[src/rtl/lsu_mem_stage.sv]
// ============================================================================
// Module      : lsu_mem_stage
// Description : Load/store memory stage. Drives a req/gnt/rvalid data port,
//               aligns store lanes, extends load data, registers writeback.
// Revision    : 1.0 - initial release
// ============================================================================
`default_nettype none

module lsu_mem_stage #(
    parameter int WIDTH = 32
) (
    input  logic             clk,
    input  logic             reset_n,
    input  logic             ex_valid,
    output logic             ex_ready,
    input  logic [WIDTH-1:0] alu_out,
    input  logic [WIDTH-1:0] store_data,
    input  logic [2:0]       funct3,
    input  logic             mem_read,
    input  logic             mem_write,
    input  logic [4:0]       rd,
    input  logic             reg_write,
    output logic             dmem_req,
    output logic             dmem_we,
    output logic [WIDTH-1:0] dmem_addr,
    output logic [3:0]       dmem_be,
    output logic [WIDTH-1:0] dmem_wdata,
    input  logic             dmem_gnt,
    input  logic             dmem_rvalid,
    input  logic [WIDTH-1:0] dmem_rdata,
    output logic             wb_valid,
    output logic             wb_we,
    output logic [4:0]       wb_rd,
    output logic [WIDTH-1:0] wb_data,
    output logic             wb_err
);

    typedef enum logic [1:0] {
        ST_IDLE = 2'd0,
        ST_REQ  = 2'd1,
        ST_WAIT = 2'd2
    } state_t;

    state_t       r_state;
    logic [2:0]   r_funct3;
    logic [1:0]   r_off;
    logic [4:0]   r_rd;
    logic         r_reg_write;

    logic             w_accept;
    logic             w_is_mem;
    logic             w_misalign;
    logic             w_bad_f3;
    logic             w_err;
    logic [1:0]       w_off;
    logic [3:0]       w_be;
    logic [WIDTH-1:0] w_wdata;
    logic [7:0]       w_byte;
    logic [15:0]      w_half;
    logic [WIDTH-1:0] w_load;

    assign ex_ready = (r_state == ST_IDLE);
    assign w_accept = ex_valid & ex_ready;
    assign w_off    = alu_out[1:0];
    assign w_is_mem = mem_read | mem_write;

    assign w_misalign = ((funct3[1:0] == 2'b01) & alu_out[0])
                      | ((funct3[1:0] == 2'b10) & (|alu_out[1:0]));
    assign w_bad_f3   = (mem_read  & ((funct3 == 3'b011) | (funct3[2:1] == 2'b11)))
                      | (mem_write & (funct3 > 3'b010));
    assign w_err      = (mem_read & mem_write) | (w_is_mem & (w_misalign | w_bad_f3));

    // Lane placement by access size; loads reuse the pattern as read strobes.
    always_comb begin
        w_be    = 4'b1111;
        w_wdata = store_data;
        case (funct3[1:0])
            2'b00: begin
                w_be    = 4'b0001 << w_off;
                w_wdata = {4{store_data[7:0]}};
            end
            2'b01: begin
                w_be    = 4'b0011 << {w_off[1], 1'b0};
                w_wdata = {2{store_data[15:0]}};
            end
            default: begin
                w_be    = 4'b1111;
                w_wdata = store_data;
            end
        endcase
    end

    assign w_byte = 8'(dmem_rdata >> {r_off, 3'b000});
    assign w_half = 16'(dmem_rdata >> {r_off[1], 4'b0000});

    always_comb begin
        w_load = dmem_rdata;
        case (r_funct3)
            3'b000:  w_load = {{(WIDTH-8){w_byte[7]}}, w_byte};
            3'b100:  w_load = {{(WIDTH-8){1'b0}}, w_byte};
            3'b001:  w_load = {{(WIDTH-16){w_half[15]}}, w_half};
            3'b101:  w_load = {{(WIDTH-16){1'b0}}, w_half};
            default: w_load = dmem_rdata;
        endcase
    end

    always_ff @(posedge clk or negedge reset_n) begin
        if (!reset_n) begin
            r_state     <= ST_IDLE;
            r_funct3    <= 3'b000;
            r_off       <= 2'b00;
            r_rd        <= 5'd0;
            r_reg_write <= 1'b0;
            dmem_req    <= 1'b0;
            dmem_we     <= 1'b0;
            dmem_addr   <= '0;
            dmem_be     <= 4'b0000;
            dmem_wdata  <= '0;
            wb_valid    <= 1'b0;
            wb_we       <= 1'b0;
            wb_rd       <= 5'd0;
            wb_data     <= '0;
            wb_err      <= 1'b0;
        end else begin
            wb_valid <= 1'b0;
            wb_err   <= 1'b0;
            case (r_state)
                ST_IDLE: begin
                    if (w_accept) begin
                        if (!w_is_mem || w_err) begin
                            wb_valid <= 1'b1;
                            wb_err   <= w_err;
                            wb_we    <= reg_write & ~w_err;
                            wb_rd    <= rd;
                            wb_data  <= alu_out;
                        end else begin
                            r_state     <= ST_REQ;
                            r_funct3    <= funct3;
                            r_off       <= w_off;
                            r_rd        <= rd;
                            r_reg_write <= reg_write & mem_read;
                            dmem_req    <= 1'b1;
                            dmem_we     <= mem_write;
                            dmem_addr   <= {alu_out[WIDTH-1:2], 2'b00};
                            dmem_be     <= w_be;
                            dmem_wdata  <= w_wdata;
                        end
                    end
                end
                ST_REQ: begin
                    if (dmem_gnt) begin
                        dmem_req <= 1'b0;
                        dmem_we  <= 1'b0;
                        dmem_be  <= 4'b0000;
                        // dmem_we still reflects the op here: low means load.
                        if (dmem_we) begin
                            r_state  <= ST_IDLE;
                            wb_valid <= 1'b1;
                            wb_we    <= 1'b0;
                            wb_rd    <= r_rd;
                        end else if (dmem_rvalid) begin
                            r_state  <= ST_IDLE;
                            wb_valid <= 1'b1;
                            wb_we    <= r_reg_write;
                            wb_rd    <= r_rd;
                            wb_data  <= w_load;
                        end else begin
                            r_state <= ST_WAIT;
                        end
                    end
                end
                ST_WAIT: begin
                    if (dmem_rvalid) begin
                        r_state  <= ST_IDLE;
                        wb_valid <= 1'b1;
                        wb_we    <= r_reg_write;
                        wb_rd    <= r_rd;
                        wb_data  <= w_load;
                    end
                end
                default: r_state <= ST_IDLE;
            endcase
        end
    end

endmodule

`default_nettype wire
[config.mk]
export PLATFORM = sky130hd
export DESIGN_NAME = lsu_mem_stage
export DESIGN_NICKNAME = d
export VERILOG_FILES = /design/src/rtl/lsu_mem_stage.sv
export SDC_FILE = /design/constraint.sdc
export NUM_CORES = 1
export LEC_CHECK = 0
export BUFFER_PORTS_ARGS = -buffer_cell sky130_fd_sc_hd__clkbuf_2
export CAP_MARGIN = 20
export CORE_AREA = 2 2 120 122
export CTS_CLUSTER_SIZE = 30
export DETAILED_ROUTE_END_ITERATION = 6
export DIE_AREA = 0 0 122 124
export MAX_ROUTING_LAYER = met4
export PLACE_DENSITY_LB_ADDON = 0.15
export SLEW_MARGIN = 20
export SYNTH_ARGS = -nofsm -noshare
export SYNTH_HDL_FRONTEND = slang
export SYNTH_SLANG_ARGS = --single-unit
export TNS_END_PERCENT = 5
[constraint.sdc]
create_clock -name clk -period 2 [get_ports clk]
set_input_delay 0.1 -clock clk [delete_from_list [all_inputs] [get_ports clk]]
set_output_delay 0.1 -clock clk [all_outputs]
set_load 0.1 [all_outputs]
==> out/metrics.cfg <==
[global_routing]
grt_pass1_vias = 6106
antenna_found_initial = 0
grt_start_max_net_pins = 57
grt_pass1_wl_mm = 31.08
overflow = 0
grt_use_total_pct = 27.46

[routing]
firstDrtPassIters = 5
drt_iter0_markers = 493
wl_per_cell_um = 17.11
wl_mm = 19.94
vias = 6245
drc = 0
via_per_inst = 5.361
ant_nets = 0

[final_layout]
drive_above_1_share_pct = 32.99
ff_latch_area_mm2 = 0.003029
area_delta_synth_final_pct = 43.72
post-route-util_pct = 64.30
diodes = 0
fill_cells = 1144
multi_input_area_mm2 = 0.002836
layout.nets = 1088
fin_cells = 1165

[worst_setup_path]
critPathCaptureType = flip-flop
cp_top_family = compound AO/OA/AOI/OAI gates
slowest_stage = dfrtp_1
max_stage_delay_ns = 0.42
worstPathRequired_ns = 2.31
crit_chain = ha_2 > nor2b_1 > a211o_1 > a31oi_4 > and2_4 > buf_12 > mux2_2
critPathKind = reg -> reg
path_buf_inv = 1
arrival_ns = 2.34
worstSetupStartpointType = flip-flop
timing.critical_path.fanout_max = 7

[placed_design]
portBuffers = 220
post-dp-hpwl_mm = 13.98
dpl.cell_count = 1068
place_congestion = 0.8659

[cts]
clockRootBuffer = clkbuf_16
clockBufferDepth = 2
path_clk_slew_ns = 0.06
cts_tree = done
htree_levels = 4
numCtsBuffers = 17
clkSinkCount = 121
insertion_delay_ns = 0.42

[die]
num_rows = 43
core_mm2 = 0.01372
die-width_um = 122
die_h_um = 124
pin_count = 223
start_util_pct = 44.74
die_area_mm2 = 0.01513

[synth]
post-synth-top-count-cell = nand2_1
synth.yosys.seq_area_share_pct = 49.33
ys_types = 51
ys_ff_latch = 121
synthTopCellsByArea = dfrtp_1, nand2_1, a21oi_1
synth_largest_area_cell = dfrtp_1
synthCells = 682
async_reset_ff_share_pct = 100.0
synthFlopType = dfrtp_1
synth_top_area_share_pct = 49.33
yosys-top-cells-count = nand2_1, dfrtp_1, a21oi_1, o21ai_0
syn_area_per_cell_um2 = 9.001
yosys_warnings = 0
synth_edf_count = 0
synth_area_mm2 = 0.006138

[run]
max_cap_viol_count = 0

[sta]
relSlewSlack_pct = 62.13
finalSetupViolations = 10
hold_violations = 0
postLayoutSetupSlackWorst_ns = -0.03335
max_freq_ghz = 0.4918
drv_slew = 0
worstMarginPinSlew_ns = 0.5538
layout_min_cycle_time_ns = 2.033
tns_ns = -0.2490
rsz0062_at_grt = yes
min_period_over_period_pct = 101.7
fin_worst_skew_ns = 0.007088

[status]
violations = negative setup slack
status = finished with violations

[min_path]
hold_class = in -> reg

[sequential cells by signal, indices dropped and copies added, names as in the netlist, 3 cells and up]
signal	cells
dmem_wdata	32
wb_data	32
dmem_addr	30
r_rd	5
wb_rd	5
dmem_be	4
r_funct3	3
[area by class of cell]
class	count	area share (%)
flip-flops and latches	121	34.34
clock inverters	13	1.092
inverters	20	0.8935
clock buffers	19	5.134
well taps	180	2.553
multi-input cells	493	32.15
repair buffers	319	23.84
[worst min-delay path: stages]
cell	delay [ns]
clkbuf_2	0.17
nand2_1	0.06
o21ai_0	0.06
[kinds of logic after synthesis]
group / count (synthesis) / synth area share (%)
xor gates and xnor gates: 1 / 0.1427
DFF: 121 / 49.33
and+or+nand+nor: 259 / 17.73
buffers and inverters: 69 / 5.055
other: 1 / 0.06109
muxes: 50 / 9.254
adders and majority gates: 4 / 0.8154
AOI/OAI and AO/OA: 177 / 17.61
[metrics by stage]
stage,setup WS [ns],hold slack (ns),area [um^2]
6_report,-0.03335,0.008405,8822
5_1_grt,-0.08288,0.01326,8822
4_1_cts,-0.05278,0.002035,8771
3_5_place_dp,-0.03969,0.06640,7581
3_3_place_gp,0.03249,0.06371,7581
2_1_floorplan,-0.06080,-0.1956,6168
[what timing repair did]
item,CTS,global route
endpoints found under the setup margin,12,32
hold endpoints to repair,106,0
cloned,0,1
gates resized for setup,3,6
pin swaps,0,1
hold buffers,63,0
buffers inserted,0,1
[worst paths after layout]
kind,depth (start not counted),slack [ns],to,from
worst min register to register,2,0.48,dmem_addr[30],dmem_addr[30]
worst min-delay path,3,0.008,r_off[1],alu_out[1]
max in group asynchronous,3,1.16,dmem_addr[18],reset_n
min in group asynchronous,2,0.18,dmem_be[3],reset_n
worst max-delay path,7,-0.03,wb_data[0],r_state[0]
worst max register to register,7,-0.03,wb_data[0],r_state[0]
[routing by layer]
| metal | vias to the layer above | routed length [um] | GRT usage [%] | share of wire (%) |
|---|---|---|---|---|
| met3 | 41 | 1150 | 5.174 | 5.8 |
| li1 | 2941 | - | - | - |
| met5 | - | 0 | - | 0 |
| met2 | 267 | 9729 | 43.72 | 49 |
| met4 | 0 | 465 | 11.14 | 2.3 |
| met1 | 2996 | 8589 | 34.80 | 43 |
[layout by cell type (no fill, tap or decap), types with 10 or more instances in the layout]
master and instances:
a21oi_1 60, a31oi_1 26, and3_1 18, buf_4 27, clkbuf_16 18, clkbuf_2 219
dfrtp_1 120, dlygate4sd3_1 63, inv_1 16, mux2_2 10, mux2_4 11, mux2i_1 29
nand2_1 178, nand3_1 13, nor2_1 28, o21ai_0 48
Power is left out: the tool's default activity adds up to more than one toggle a clock period on the data nets, which glitch-free logic cannot reach.
